===== src/rtl/draw_letters_if.sv =====
// VGA stream bundle: counters, sync/blank strobes and pixel colour.
// Producers connect through modport out and consumers through modport in.
interface vga_if;
    logic [10:0] hcount;
    logic [10:0] vcount;
    logic        hsync;
    logic        vsync;
    logic        hblnk;
    logic        vblnk;
    logic [11:0] rgb;

    modport in  (input  hcount, vcount, hsync, vsync, hblnk, vblnk, rgb);
    modport out (output hcount, vcount, hsync, vsync, hblnk, vblnk, rgb);
endinterface


===== src/rtl/draw_letters.sv =====
// Board-label glyph overlay.
// The label windows are decoded from the incoming VGA sample. That sample is
// delayed for ROM_LATENCY cycles so it lines up with the font ROM row it
// addressed. The output register then paints set glyph bits in TEXT_COLOR.
// vga_in to vga_out latency is ROM_LATENCY+1 cycles, with no bubbles.
module draw_letters #(
    parameter int          ROM_LATENCY = 1,
    parameter logic [11:0] TEXT_COLOR  = 12'h0_0_0,
    parameter bit          LABEL_EN    = 1'b1
) (
    input  logic       clk,
    input  logic       rst,
    input  logic [7:0] char_pixels,
    vga_if.in          vga_in,
    vga_if.out         vga_out
);

    // One delay-line entry: the full VGA sample plus its label decode.
    typedef struct packed {
        logic [10:0] hcount;
        logic [10:0] vcount;
        logic        hsync;
        logic        vsync;
        logic        hblnk;
        logic        vblnk;
        logic [11:0] rgb;
        logic        in_label;
        logic [2:0]  col;
    } stage_t;

    logic [10:0] h;
    logic [10:0] v;
    logic        top_win;
    logic        bottom_win;
    logic        left_win;
    logic        right_win;
    logic        h_span;
    logic        h_glyph;
    logic        v_span;
    logic        v_glyph;
    stage_t      stage_in;
    stage_t      stage_q [ROM_LATENCY];
    stage_t      tap;
    logic        glyph_bit;

    assign h = vga_in.hcount;
    assign v = vga_in.vcount;

    // Decode the label windows from the current input sample (inclusive bounds).
    always_comb begin
        // Rows: horizontal band 256..767 with one glyph per 64 pixels at offsets 28..35.
        h_span  = (h >= 11'd256) && (h <= 11'd767);
        h_glyph = (h[5:0] >= 6'd28) && (h[5:0] <= 6'd35);
        // Columns: vertical band 128..639 with one glyph per 64 lines at offsets 24..39.
        v_span  = (v >= 11'd128) && (v <= 11'd639);
        v_glyph = (v[5:0] >= 6'd24) && (v[5:0] <= 6'd39);

        top_win    = h_span && h_glyph && (v >= 11'd104) && (v <= 11'd119);
        bottom_win = h_span && h_glyph && (v >= 11'd648) && (v <= 11'd663);
        left_win   = (h >= 11'd236) && (h <= 11'd243) && v_span && v_glyph;
        right_win  = (h >= 11'd780) && (h <= 11'd787) && v_span && v_glyph;

        stage_in          = '0;
        stage_in.hcount   = vga_in.hcount;
        stage_in.vcount   = vga_in.vcount;
        stage_in.hsync    = vga_in.hsync;
        stage_in.vsync    = vga_in.vsync;
        stage_in.hblnk    = vga_in.hblnk;
        stage_in.vblnk    = vga_in.vblnk;
        stage_in.rgb      = vga_in.rgb;
        stage_in.in_label = LABEL_EN && (top_win || bottom_win || left_win || right_win);
        // Every window starts at hcount = 4 mod 8, so this is 0 on its first
        // pixel and wraps modulo 8 inside it.
        stage_in.col      = h[2:0] + 3'd4;
    end

    // Delay line that matches the font ROM latency and advances every clock.
    always_ff @(posedge clk) begin
        if (rst) begin
            for (int i = 0; i < ROM_LATENCY; i++) begin
                stage_q[i] <= '0;
            end
        end else begin
            stage_q[0] <= stage_in;
            for (int i = 1; i < ROM_LATENCY; i++) begin
                stage_q[i] <= stage_q[i-1];
            end
        end
    end

    assign tap       = stage_q[ROM_LATENCY-1];
    // Bit 7 of the ROM row is the leftmost pixel of the glyph.
    assign glyph_bit = char_pixels[3'd7 - tap.col];

    // Output register: blanking wins, then the glyph overlay, else pass-through.
    always_ff @(posedge clk) begin
        if (rst) begin
            vga_out.hcount <= '0;
            vga_out.vcount <= '0;
            vga_out.hsync  <= 1'b0;
            vga_out.vsync  <= 1'b0;
            vga_out.hblnk  <= 1'b0;
            vga_out.vblnk  <= 1'b0;
            vga_out.rgb    <= '0;
        end else begin
            vga_out.hcount <= tap.hcount;
            vga_out.vcount <= tap.vcount;
            vga_out.hsync  <= tap.hsync;
            vga_out.vsync  <= tap.vsync;
            vga_out.hblnk  <= tap.hblnk;
            vga_out.vblnk  <= tap.vblnk;
            if (tap.hblnk || tap.vblnk) begin
                vga_out.rgb <= 12'h000;
            end else if (tap.in_label && glyph_bit) begin
                vga_out.rgb <= TEXT_COLOR;
            end else begin
                vga_out.rgb <= tap.rgb;
            end
        end
    end

endmodule


===== src/flat_wrapper.sv =====
// flat-port wrapper written by rule: the top's interface ports become plain ports
module draw_letters_flat 
#(
    parameter int          ROM_LATENCY = 1,
    parameter logic [11:0] TEXT_COLOR  = 12'h0_0_0,
    parameter bit          LABEL_EN    = 1'b1
)
  (clk, rst, char_pixels, vga_in_hcount, vga_in_vcount, vga_in_hsync, vga_in_vsync, vga_in_hblnk, vga_in_vblnk, vga_in_rgb, vga_out_hcount, vga_out_vcount, vga_out_hsync, vga_out_vsync, vga_out_hblnk, vga_out_vblnk, vga_out_rgb);
  vga_if vga_in_i ();
  vga_if vga_out_i ();
  input  logic clk;
  input  logic rst;
  input  logic [7:0] char_pixels;
  input wire logic [$bits(vga_in_i.hcount)-1:0] vga_in_hcount;
  input wire logic [$bits(vga_in_i.vcount)-1:0] vga_in_vcount;
  input wire logic [$bits(vga_in_i.hsync)-1:0] vga_in_hsync;
  input wire logic [$bits(vga_in_i.vsync)-1:0] vga_in_vsync;
  input wire logic [$bits(vga_in_i.hblnk)-1:0] vga_in_hblnk;
  input wire logic [$bits(vga_in_i.vblnk)-1:0] vga_in_vblnk;
  input wire logic [$bits(vga_in_i.rgb)-1:0] vga_in_rgb;
  output wire logic [$bits(vga_out_i.hcount)-1:0] vga_out_hcount;
  output wire logic [$bits(vga_out_i.vcount)-1:0] vga_out_vcount;
  output wire logic [$bits(vga_out_i.hsync)-1:0] vga_out_hsync;
  output wire logic [$bits(vga_out_i.vsync)-1:0] vga_out_vsync;
  output wire logic [$bits(vga_out_i.hblnk)-1:0] vga_out_hblnk;
  output wire logic [$bits(vga_out_i.vblnk)-1:0] vga_out_vblnk;
  output wire logic [$bits(vga_out_i.rgb)-1:0] vga_out_rgb;
  assign vga_in_i.hcount = vga_in_hcount;
  assign vga_in_i.vcount = vga_in_vcount;
  assign vga_in_i.hsync = vga_in_hsync;
  assign vga_in_i.vsync = vga_in_vsync;
  assign vga_in_i.hblnk = vga_in_hblnk;
  assign vga_in_i.vblnk = vga_in_vblnk;
  assign vga_in_i.rgb = vga_in_rgb;
  assign vga_out_hcount = vga_out_i.hcount;
  assign vga_out_vcount = vga_out_i.vcount;
  assign vga_out_hsync = vga_out_i.hsync;
  assign vga_out_vsync = vga_out_i.vsync;
  assign vga_out_hblnk = vga_out_i.hblnk;
  assign vga_out_vblnk = vga_out_i.vblnk;
  assign vga_out_rgb = vga_out_i.rgb;
  draw_letters #(.ROM_LATENCY(ROM_LATENCY), .TEXT_COLOR(TEXT_COLOR), .LABEL_EN(LABEL_EN)) u_core (.clk(clk), .rst(rst), .char_pixels(char_pixels), .vga_in(vga_in_i), .vga_out(vga_out_i));
endmodule

===== config.mk =====
export PLATFORM = sky130hd
export DESIGN_NAME = draw_letters_flat
export DESIGN_NICKNAME = d
export VERILOG_FILES = /design/src/rtl/draw_letters_if.sv /design/src/rtl/draw_letters.sv /design/src/flat_wrapper.sv
export SDC_FILE = /design/constraint.sdc
export NUM_CORES = 1
export LEC_CHECK = 0
export BUFFER_PORTS_ARGS = -buffer_cell sky130_fd_sc_hd__buf_2
export CORE_MARGIN = 5
export CORE_UTILIZATION = 51
export DETAILED_ROUTE_END_ITERATION = 8
export HOLD_SLACK_MARGIN = 0.15
export PLACE_DENSITY = 0.82
export SLEW_MARGIN = 20
export SYNTH_ARGS = -nofsm -noshare
export SYNTH_HDL_FRONTEND = slang
export SYNTH_SLANG_ARGS = --single-unit

===== constraint.sdc =====
create_clock -name clk -period 2.3 [get_ports clk]
set_clock_uncertainty 0.05 [all_clocks]
set_input_delay 0 -clock clk [delete_from_list [all_inputs] [get_ports clk]]
set_output_delay 0 -clock clk [all_outputs]
set_load 0.03 [all_outputs]

; After elaboration in Yosys (flattened, before gate mapping)
; Memory sizes are Yosys's and may differ from the RTL's.
; Cells that the tools add are included.
[totals]
ram_bits = 42
wordCells = 56
mem_bits_ro = 0
mem_count = 1
ff_bits = 38
latchBits = 0
[memory_table]
columns = name, depth, width, read_ports, rd_clocked_by_memory_dff, write_ports, line_no
row1 = u_core.stage_q, 1, 42, 1, 0, 1, draw_letters.sv:42  ; stage_t stage_q [ROM_LATENCY];
[classes]
bitwise = 0
n_div = 0
reduce_logical = 22
shifts = 0
order_cmp = 17
mux = 7
n_eq_ne = 0
n_addsub = 2
n_mul = 0
[ops]
columns = op, n
row1 = 11-bit by 10-bit less-or-equal comparator with 1-bit output (second input constant), 4
row2 = 42-bit 2-to-1 mux, 1
row3 = 42-bit OR reduction, 1
row4 = 11-bit by 10-bit >= comparator with 1-bit output (second input constant), 2
row5 = 11-bit by 8-bit >= comparator with 1-bit output (second input constant), 2
row6 = 1-bit logical AND, 16
row7 = 6-bit by 5-bit >= comparator with 1-bit output (second input constant), 2
row8 = 6-bit less-or-equal comparator (second input constant), 2
row9 = 11-bit by 7-bit >= comparator with 1-bit output (second input constant), 1
row10 = 11-bit by 9-bit >= comparator with 1-bit output (second input constant), 1
row11 = 11-bit by 7-bit less-or-equal comparator with 1-bit output (second input constant), 1
row12 = 11-bit by 8-bit less-or-equal comparator with 1-bit output (second input constant), 1
row13 = 1-bit 2-to-1 mux, 5
row14 = 1-bit logical OR, 4
row15 = 3-bit by 4-bit less-than comparator with 1-bit output (second input constant), 1
row16 = 3-bit adder (second input constant), 1
row17 = 1-bit binary-select mux with 3-bit select, 1
row18 = 3-bit OR reduction, 1
row19 = 3-bit subtractor (first input constant), 1

; Longest topological paths before layout
; Gate-level depths: netlist of run 1.
[depth]
ltp_word = 9
mapped_depth = 5
mapped_depth_nobuf = 4

; Worst setup path after synthesis of run 1
; Ideal clock, no wire load.
[synth_timing]
path_kind = register -> register
from = mem u_core.stage_q[0][31] in the netlist's numbering
to = reg u_core.vga_out.rgb[0]
arrival_ns = 1.266
period_less_slack_ns = 1.380
n_path_buf = 1
path_stages_with_launch = 6
slack_ns = 0.920
required_ns = 2.186
path_cell_list = dfxtp_1 mux4_2 nor2_1 a211oi_2 buf_6 nor2_1
[synth_rtl]
columns = item, line_no
row1 = from (decl), draw_letters.sv:42
row2 = to (decl), draw_letters_if.sv:13  ; modport out (output hcount, vcount, hsync, vsync, hblnk, vblnk, rgb);

==> impl_metrics.json, run 1 <==
{
  "status": "finished, final reports clean",
  "syn-num-nets": 259,
  "period_share_pct": 69.8,
  "die-area_mm2": 0.00603,
  "cp.arrival_ns": 1.74,
  "antenna_found_initial": 0,
  "power.total_uw": 2800,
  "synthAdderAreaFrac_pct": 0,
  "firstDrtPassIters": 4,
  "synth_xor_area_share_pct": 0.750,
  "cts_inserted_buffers": 9,
  "cts_tree": "yes",
  "avgSynthCellArea_um2": 11.1,
  "drv_slew": 0,
  "synthSimpleGateAreaFrac_pct": 26.3,
  "seq_area_frac_synth_pct": 66.9,
  "combPwrFrac_pct": 9.7,
  "rows": 24,
  "ios": 86,
  "synth_warnings": 0,
  "clk_latency_ns": 0.33,
  "ir_drop_v": 0.000567,
  "drt-initial-drc-count": 86,
  "maxCapViolCount": 0,
  "switchingPower_uw": 586,
  "synth_compound_area_share_pct": 2.89,
  "cts_buffer_depth": 2,
  "drive_gt1_share_pct": 30.3,
  "holdPathStages": 4,
  "htree_levels": 3,
  "rsz0062_at_grt": "no",
  "area_delta_synth_final_pct": 46.1,
  "cp-start-kind": "register",
  "path_class": "reg -> reg",
  "cts-resized-gates": 0,
  "swShare_pct": 21.0,
  "gp_congestion": 0.770,
  "final_common_cell": "buf_2",
  "cts.sinks": 78,
  "ant_nets": 0,
  "p_leak_uw": 0.00158,
  "grt_pass1_vias": 1858,
  "grt.total_usage_pct": 17.7,
  "fmax_ghz": 0.623,
  "vias_per_cell": 4.58,
  "final_nets": 387,
  "drc": 0,
  "dieHeight_um": 77.7,
  "seq_power_share_pct": 51.0,
  "ys_types": 25,
  "hpwl_mm": 3.12,
  "synth-seq-cells": 78,
  "grt_pass1_wl_mm": 8.25,
  "hold_class": "in -> reg",
  "overflow": 0,
  "cp-end-kind": "register",
  "num-fill-cells": 293,
  "maxSlewHeadroom_pct": 52.6,
  "synthCells": 211,
  "path_max_fanout": 12,
  "p_int_uw": 2210,
  "finalSetupViolations": 0,
  "clockRootBuffer": "clkbuf_8",
  "grt_max_degree": 67,
  "fin_setup_tns_ns": 0,
  "min_period_ns": 1.61,
  "synth_top_family_by_area": "simple AND/OR/NAND/NOR gates",
  "die_w_um": 77.7,
  "vias": 1808,
  "synth_area_mm2": 0.00233,
  "clkPwrFrac_pct": 39.3,
  "drt-total-wl_mm": 5.12,
  "wl_per_cell_um": 13.0,
  "port_buffers": 85,
  "p_per_area_mw_per_mm2": 819,
  "r2r_cells": 4,
  "start_util_pct": 53.3,
  "max_slew.worst_pin.slew_ns": 0.709,
  "synthMuxAreaShare_pct": 1.45,
  "final_cell_mix": "85 x buf_2, 78 x dfxtp_1, 65 x nor2b_1",
  "coreArea_mm2": 0.00438,
  "antennaDiodeCount": 0,
  "hold_violations": 0,
  "worst_ep_required_time_ns": 2.44,
  "clk_pin_slew_ns": 0.07
}
## cells in the mapped netlist
| library cell | instances | share of area [%] |
|---|---|---|
| a2111oi_0 | 1 | 0.38 |
| a211oi_1 | 1 | 0.32 |
| a211oi_2 | 1 | 0.54 |
| a22oi_1 | 1 | 0.32 |
| a31oi_1 | 1 | 0.27 |
| a41o_1 | 1 | 0.43 |
| and2b_1 | 1 | 0.32 |
| buf_6 | 1 | 0.48 |
| clkbuf_1 | 8 | 1.3 |
| dfxtp_1 | 78 | 67 |
| mux2_2 | 1 | 0.48 |
| mux4_2 | 1 | 0.96 |
| nand2_1 | 16 | 2.6 |
| nand3_1 | 1 | 0.21 |
| nand3b_1 | 1 | 0.32 |
| nand4_1 | 1 | 0.27 |
| nand4b_1 | 2 | 0.75 |
| nor2_1 | 19 | 3.1 |
| nor2b_1 | 65 | 17 |
| nor3_1 | 3 | 0.64 |
| nor4bb_1 | 1 | 0.43 |
| o21ai_0 | 3 | 0.64 |
| or3_1 | 1 | 0.27 |
| xnor2_1 | 1 | 0.38 |
| xor2_1 | 1 | 0.38 |
## final timing paths
path / start / endpoint / slack (ns)
worst max-delay path: u_core.stage_q[0][31]$_SDFF_PP0_ / u_core.vga_out.rgb[0]$_SDFF_PP0_ / 0.69
worst min-delay path: char_pixels[4] / u_core.vga_out.rgb[6]$_SDFF_PP0_ / 0.35
worst max register to register: u_core.stage_q[0][31]$_SDFF_PP0_ / u_core.vga_out.rgb[0]$_SDFF_PP0_ / 0.69
worst min register to register: u_core.stage_q[0][10]$_SDFF_PP0_ / u_core.vga_out.rgb[6]$_SDFF_PP0_ / 0.36
## critical path, stage by stage (launching register included)
cell and delay (ns):
dfxtp_1 0.35, mux4_2 0.34, nor2_1 0.05, a211oi_2 0.57
nor2_1 0.12
## registers in the layout, summed over array words and instances (netlist names)
signal / count
u_core.vga_out.vsync: 1
u_core.vga_out.hcount: 11
u_core.vga_out.rgb: 12
u_core.vga_out.hsync: 1
u_core.vga_out.vcount: 11
u_core.stage_q: 40
u_core.vga_out.vblnk: 1
u_core.vga_out.hblnk: 1
## area by class of cell
cell class                      instances  area, um2  share of cell area [%]
Multi-Input combinational cell        124        732                    21.5
Tap cell                               52       65.1                    1.91
Clock inverter                          3       67.6                    1.98
Sequential cell                        78       1560                    45.8
Clock buffer                           12        155                    4.55
Timing Repair Buffer                  126        831                    24.3
## power groups by stage
stage               sequential, uW  clock (uW)  combinational (uW)
finish                        1430        1100                 271
global route                  1430        1190                 293
CTS                           1430        1120                 267
detailed placement            1460           0                 215
global placement              1460           0                 211
floorplan                     1510           0                76.7
## metal layers
metal / routed length, um / global-route usage (%) / vias up
met5: 0 / 0 / -
met4: 197 / 11.9 / 0
met3: 317 / 5.56 / 18
met2: 2760 / 32.9 / 65
met1: 1850 / 16.2 / 804
li1: - / - / 921
## logic make-up after synthesis
group	Yosys count
multiplexers	2
buffers and inverters	9
XOR/XNOR	2
AO/OA/AOI/OAI	9
AND/OR/NAND/NOR	111
flip-flops	78
## per-stage QoR
stage | utilization, % | hold slack, ns | cells | area, um2 | setup WS, ns
2_1_floorplan | - | 0.0167 | 211 | 2330 | 0.920
6_report | 77.8 | 0.348 | 395 | 3410 | 0.694
5_1_grt | 77.8 | 0.363 | 395 | 3410 | 0.493
3_3_place_gp | 63.8 | 0.158 | 341 | 2800 | 0.749
4_1_cts | 77.8 | 0.345 | 395 | 3410 | 0.679
3_5_place_dp | 63.8 | 0.162 | 341 | 2800 | 0.686
## repair_timing
item                      4_1_cts  5_1_grt
hold buffers                   39        0
buffers inserted                0        0
hold endpoints to repair       40        0
No activity file was read; power rests on OpenSTA's default activity.
==> inputs of run 2 (changes only) <==
--- a/config.mk
+++ b/config.mk
@@ -5,12 +5,13 @@
 export SDC_FILE = /design/constraint.sdc
 export NUM_CORES = 1
 export LEC_CHECK = 0
+export ABC_AREA = 1
 export BUFFER_PORTS_ARGS = -buffer_cell sky130_fd_sc_hd__buf_2
 export CORE_MARGIN = 5
-export CORE_UTILIZATION = 51
+export CORE_UTILIZATION = 44
 export DETAILED_ROUTE_END_ITERATION = 8
 export HOLD_SLACK_MARGIN = 0.15
-export PLACE_DENSITY = 0.82
+export PLACE_DENSITY = 0.74
 export SLEW_MARGIN = 20
 export SYNTH_ARGS = -nofsm -noshare
 export SYNTH_HDL_FRONTEND = slang
==> constraint.sdc (replaced) <==
create_clock -name clk -period 1.3 [get_ports clk]
set_clock_uncertainty 0.05 [all_clocks]
set_input_delay 0 -clock clk [delete_from_list [all_inputs] [get_ports clk]]
set_output_delay 0 -clock clk [all_outputs]
set_load 0.03 [all_outputs]
==> impl_metrics.json, run 2 <==
{
  "worst_ep_required_time_ns": 1.47,
  "maxSlewHeadroom_pct": 68.1,
  "die_w_um": 85.7,
  "ant_nets": 0,
  "timing.rr.start": "u_core.stage_q[0][31]$_SDFF_PP0_",
  "avgSynthCellArea_um2": 8.05,
  "coreArea_mm2": 0.00554,
  "combPwrFrac_pct": 13.6,
  "worst_slack_ns": 0.0595,
  "max_stage_delay_ns": 0.57,
  "finalSetupViolations": 0,
  "synthMostInstantiatedCell": "inv_1",
  "drt-total-wl_mm": 6.31,
  "regToRegEndpoint": "u_core.vga_out.rgb[0]$_SDFF_PP0_",
  "reg2reg_slack_ns": 0.07,
  "port_buffers": 85,
  "status": "finished, final reports clean",
  "synth_top_area_share_pct": 61.9,
  "ir_drop_v": 0.000681,
  "antennaDiodeCount": 0,
  "largestRegisters": "u_core.stage_q x40, u_core.vga_out.rgb x12",
  "hold_violations": 0,
  "clk_latency_ns": 0.33,
  "p_int_uw": 3730,
  "ios": 86,
  "worstPathCellList": "dlygate4sd3_1 > buf_2 > inv_1 > nor2_1 > dlygate4sd3_1",
  "firstDrtPassIters": 4,
  "hold_ws_ns": 0.252,
  "critPathBufInv": 4,
  "cp.arrival_ns": 1.41,
  "worst_hold_path.endpoint": "u_core.vga_out.rgb[5]$_SDFF_PP0_",
  "area_delta_synth_final_pct": 68.5,
  "cts_buffer_depth": 2,
  "rows": 27,
  "synth-main-ff-cell": "dfxtp_1",
  "drive_gt1_share_pct": 24.0,
  "cts.sinks": 78,
  "synth_area_mm2": 0.00252,
  "rsz0062_at_grt": "yes",
  "drc": 0,
  "grt_pass1_wl_mm": 10.4,
  "min_period_ns": 1.24,
  "cpMostUsedCell": "dlygate4sd3_1",
  "final_cell_area_mm2": 0.00425,
  "die-area_mm2": 0.00734,
  "switchingPower_uw": 1270,
  "clkPwrFrac_pct": 35.8,
  "drt-initial-drc-count": 68,
  "wl_per_cell_um": 11.0,
  "path_max_fanout": 4,
  "p_leak_uw": 0.00229,
  "overflow": 0,
  "p_per_area_mw_per_mm2": 1180,
  "holdPathStages": 7,
  "vias_per_cell": 4.07,
  "antenna_found_initial": 0,
  "largest-register": "u_core.stage_q",
  "yosysTopAreaCell": "dfxtp_1",
  "path_class": "in -> reg",
  "synthCells": 313,
  "min-delay-start": "char_pixels[4]",
  "gp_congestion": 0.751,
  "cp-end-kind": "register",
  "synth.area.top_cells": "dfxtp_1 62%, inv_1 13%, nor2_1 12%",
  "synthTopCellsByCount": "87 x inv_1, 81 x nor2_1, 78 x dfxtp_1",
  "hpwl_mm": 3.39,
  "grt_max_degree": 57,
  "seq_area_frac_synth_pct": 61.9,
  "r2r_cells": 7,
  "syn-num-nets": 361,
  "vias": 2346,
  "pre_cts_slack_ns": -0.0633,
  "swShare_pct": 25.4,
  "grt_pass1_vias": 2383,
  "final_common_cell": "dlygate4sd3_1",
  "synth_edf_count": 0,
  "ys_types": 18,
  "fmax_ghz": 0.806,
  "synth-seq-cells": 78,
  "maxCapViolCount": 0,
  "synthArstFlopShare_pct": 0,
  "hold_class": "in -> reg",
  "cts_tree": "yes",
  "clk_pin_slew_ns": 0.08,
  "synth_warnings": 0,
  "cp-start-kind": "primary input",
  "final_nets": 547,
  "htree_levels": 3,
  "cp_top_family": "buffers and inverters",
  "final_cell_mix": "94 x dlygate4sd3_1, 87 x inv_1, 85 x buf_2",
  "cp_slowest_cell": "dlygate4sd3_1",
  "seq_power_share_pct": 50.5,
  "dieHeight_um": 85.7,
  "max_slew.worst_pin.slew_ns": 0.478,
  "clockRootBuffer": "clkbuf_8",
  "period_share_pct": 95.4,
  "start_util_pct": 45.5,
  "cts_inserted_buffers": 9,
  "largest_reg_flops": 40,
  "grt.total_usage_pct": 18.2,
  "drv_slew": 0,
  "dpl_cell_area_mm2": 0.00302
}
-- run 2: power groups by stage --
stage                     clock [uW]  sequential (uW)  combinational (uW)
final                           1790             2530                 682
after global routing            1950             2540                 752
after CTS                       1820             2520                 648
after detailed placement           0             2580                 435
after global placement             0             2580                 426
after floorplan                    0             2670                 184
-- run 2: metal layers --
| layer | global-route usage, % | vias up | wire length, um |
|---|---|---|---|
| met4 | 8.20 | 0 | 93 |
| li1 | - | 1242 | - |
| met2 | 33.3 | 63 | 3280 |
| met5 | 0 | - | 0 |
| met1 | 19.4 | 1031 | 2580 |
| met3 | 4.71 | 10 | 354 |
-- run 2: worst register-to-register path, cell delays in order (launching register included) --
cell and delay (ns):
dfxtp_4 0.36, buf_4 0.13, nand2_1 0.06, nand3b_1 0.08, nand3_1 0.12, nand3_4 0.15, nand2_8 0.14, nor2_2 0.04
-- run 2: final cells by class --
cell class	instances	area [um2]
clock inverter	7	72.6
inverter	88	333
timing repair buffer	182	1410
tap	72	90.1
clock buffer	9	124
sequential	78	1570
fill	383	1290
multi-input combinational	140	657
-- run 2: cell families after synthesis --
| group | Yosys count | synth area share [%] |
|---|---|---|
| AND/OR/NAND/NOR | 135 | 22.7 |
| AO/OA/AOI/OAI | 4 | 0.794 |
| buffers and inverters | 96 | 14.6 |
| flip-flops | 78 | 61.9 |
-- run 2: worst max-delay path by stage --
stage / depth (start not counted) / slack, ns / startpoint / endpoint
5_1_grt: 7 / -0.02 / u_core.stage_q[0][31]$_SDFF_PP0_ / u_core.vga_out.rgb[11]$_SDFF_PP0_
2_1_floorplan: 8 / 0.12 / u_core.stage_q[0][31]$_SDFF_PP0_ / u_core.vga_out.rgb[0]$_SDFF_PP0_
3_3_place_gp: 7 / 0.01 / u_core.stage_q[0][31]$_SDFF_PP0_ / u_core.vga_out.rgb[4]$_SDFF_PP0_
6_report: 5 / 0.06 / vga_in_hcount[5] / u_core.stage_q[0][36]$_SDFF_PP0_
3_5_place_dp: 7 / -0.06 / u_core.stage_q[0][31]$_SDFF_PP0_ / u_core.vga_out.rgb[8]$_SDFF_PP0_
4_1_cts: 7 / 0.008 / u_core.stage_q[0][31]$_SDFF_PP0_ / u_core.vga_out.rgb[8]$_SDFF_PP0_
-- run 2: what timing repair did --
item / CTS / global route
resized for setup: 1 / 13
buffers inserted: 0 / 1
gates cloned: 0 / 1
endpoints found under the hold margin: 78 / 0
hold buffers: 95 / 0
setup endpoints to repair: 12 / 22
pin swaps: 0 / 1
-- run 2: through the flow --
stage / std cells / power [uW] / TNS, ns / util, %
4_1_cts: 574 / 4990 / 0 / 75.3
6_report: 576 / 5000 / 0 / 76.7
3_5_place_dp: 463 / 3020 / -0.639 / 54.5
5_1_grt: 576 / 5240 / -0.172 / 76.7
3_3_place_gp: 463 / 3000 / 0 / 54.5
2_1_floorplan: 313 / 2850 / 0 / -
==> inputs of run 3 (changes only) <==
--- a/config.mk
+++ b/config.mk
@@ -8,10 +8,11 @@
 export ABC_AREA = 1
 export BUFFER_PORTS_ARGS = -buffer_cell sky130_fd_sc_hd__buf_2
 export CORE_MARGIN = 5
-export CORE_UTILIZATION = 44
+export CORE_UTILIZATION = 52
 export DETAILED_ROUTE_END_ITERATION = 8
 export HOLD_SLACK_MARGIN = 0.15
-export PLACE_DENSITY = 0.74
+export PLACE_DENSITY = 0.82
+export REMOVE_ABC_BUFFERS = 1
 export SLEW_MARGIN = 20
 export SYNTH_ARGS = -nofsm -noshare
 export SYNTH_HDL_FRONTEND = slang
==> constraint.sdc (replaced) <==
create_clock -name clk -period 1.5 [get_ports clk]
set_clock_uncertainty 0.05 [all_clocks]
set_input_delay 0 -clock clk [delete_from_list [all_inputs] [get_ports clk]]
set_output_delay 0 -clock clk [all_outputs]
set_load 0.03 [all_outputs]
==> impl_metrics.json, run 3 (synthesized netlist as in run 2, its figures left out) <==
{
  "status": "finished, final reports clean",
  "cts_buffer_depth": 2,
  "coreArea_mm2": 0.00472,
  "cts_setup_buffers": 0,
  "final_common_cell": "inv_1",
  "drt-total-wl_mm": 6.39,
  "power.total_uw": 4280,
  "largest_reg_flops": 40,
  "p_leak_uw": 0.00214,
  "ios": 86,
  "grt_max_degree": 25,
  "vias": 2352,
  "finalSetupViolations": 0,
  "cts.sinks": 78,
  "drive_gt1_share_pct": 24.2,
  "rows": 25,
  "path_max_fanout": 24,
  "area_delta_synth_final_pct": 57.0,
  "min_period_ns": 1.44,
  "hold_class": "in -> reg",
  "dieHeight_um": 79.6,
  "final_cells": 550,
  "antenna_found_initial": 0,
  "die-area_mm2": 0.00634,
  "fin_util_pct": 83.8,
  "worst_slack_ns": 0.0648,
  "fmax_ghz": 0.697,
  "cts_inserted_buffers": 9,
  "grt.total_usage_pct": 21.4,
  "grt_pass1_vias": 2351,
  "hold_violations": 0,
  "htree_levels": 3,
  "final_cell_area_mm2": 0.00396,
  "worst_ep_required_time_ns": 1.67,
  "antennaDiodeCount": 0,
  "largest-register": "u_core.stage_q",
  "firstDrtPassIters": 4,
  "ir_drop_v": 0.000638,
  "path_class": "in -> reg",
  "hpwl_mm": 3.59,
  "gp_congestion": 0.777,
  "clk_pin_slew_ns": 0.08,
  "rsz0062_at_grt": "yes",
  "wl_per_cell_um": 11.6,
  "pre_cts_slack_ns": 0.134,
  "final_cell_mix": "87 x inv_1, 85 x buf_2, 81 x nor2_1",
  "place_inst": 460,
  "grt_pass1_wl_mm": 10.2,
  "p_per_area_mw_per_mm2": 1080,
  "die_w_um": 79.6,
  "vias_per_cell": 4.28,
  "largestRegisters": "u_core.stage_q x40, u_core.vga_out.rgb x12",
  "clk_latency_ns": 0.34,
  "overflow": 0,
  "cp-end-kind": "register",
  "drv_slew": 0,
  "drc": 0,
  "drt-initial-drc-count": 76,
  "clockRootBuffer": "clkbuf_8",
  "final_nets": 526,
  "cts_tree": "yes",
  "period_share_pct": 95.7,
  "port_buffers": 85,
  "ant_nets": 0,
  "num-fill-cells": 278,
  "start_util_pct": 53.4,
  "dpl_cell_area_mm2": 0.00302,
  "max_slew.worst_pin.slew_ns": 0.326,
  "cp-start-kind": "primary input",
  "cp.arrival_ns": 1.61,
  "maxCapViolCount": 0,
  "maxSlewHeadroom_pct": 78.1
}
==> run 3: cell count changes in the layout (fill, tap and decap cells not counted), moves of 2 or more <==
cell | previous run | this run
dlygate4sd3_1 | 94 | 74
nor2_4 | 3 | 1
buf_4 | 1 | 3
nand2_8 | 2 | 0
==> run 3: power breakdown <==
part	internal, uW	switching (uW)	total, uW	leakage (uW)
combinational	260	282	541	0.00140
clock	815	735	1550	0.0000997
sequential	2160	28.7	2190	0.000645
==> run 3: path summary, 6_finish.rpt <==
| path | from | end | slack [ns] | cells past startpoint |
|---|---|---|---|---|
| setup / recovery | rst | u_core.stage_q[0][30]$_SDFF_PP0_ | 0.06 | 5 |
| setup reg to reg | u_core.stage_q[0][31]$_SDFF_PP0_ | u_core.vga_out.rgb[4]$_SDFF_PP0_ | 0.19 | 7 |
| hold / removal | char_pixels[4] | u_core.vga_out.rgb[6]$_SDFF_PP0_ | 0.27 | 7 |
| hold reg to reg | u_core.stage_q[0][39]$_SDFF_PP0_ | u_core.vga_out.hcount[8]$_SDFF_PP0_ | 0.35 | 2 |
==> run 3: critical path, cell delays in order <==
cell	delay (ns)
dlygate4sd3_1	0.52
buf_2	0.16
buf_4	0.26
nor2_1	0.09
dlygate4sd3_1	0.57
==> run 3: metal layers <==
| metal | part of all wire, % | GRT usage (%) | wire [um] |
|---|---|---|---|
| met1 | 39 | 20.9 | 2480 |
| met2 | 54 | 41.0 | 3430 |
| met3 | 5.3 | 6.09 | 338 |
| met4 | 2.2 | 9.28 | 139 |
| met5 | 0 | 0 | 0 |
==> run 3: cell type report <==
class	count	area, um2	share of cell area, %
Sequential cell	78	1560	39.4
Timing Repair Buffer	162	1190	30.0
Multi-Input combinational cell	139	597	15.1
Inverter	88	330	8.34
Clock buffer	11	141	3.57
Tap cell	67	83.8	2.12
Clock inverter	5	56.3	1.42
==> run 3: timing repair <==
action	CTS	global route
hold endpoints to repair	66	0
setup endpoints to repair	0	5
gates resized for setup	0	1
hold buffers	74	0
==> run 3: through the flow <==
stage | hold WS, ns | setup TNS [ns]
global route | 0.320 | -0.00547
global placement | 0.151 | 0
floorplan | 0.0167 | 0
finish | 0.271 | 0
CTS | 0.341 | 0
detailed placement | 0.158 | 0
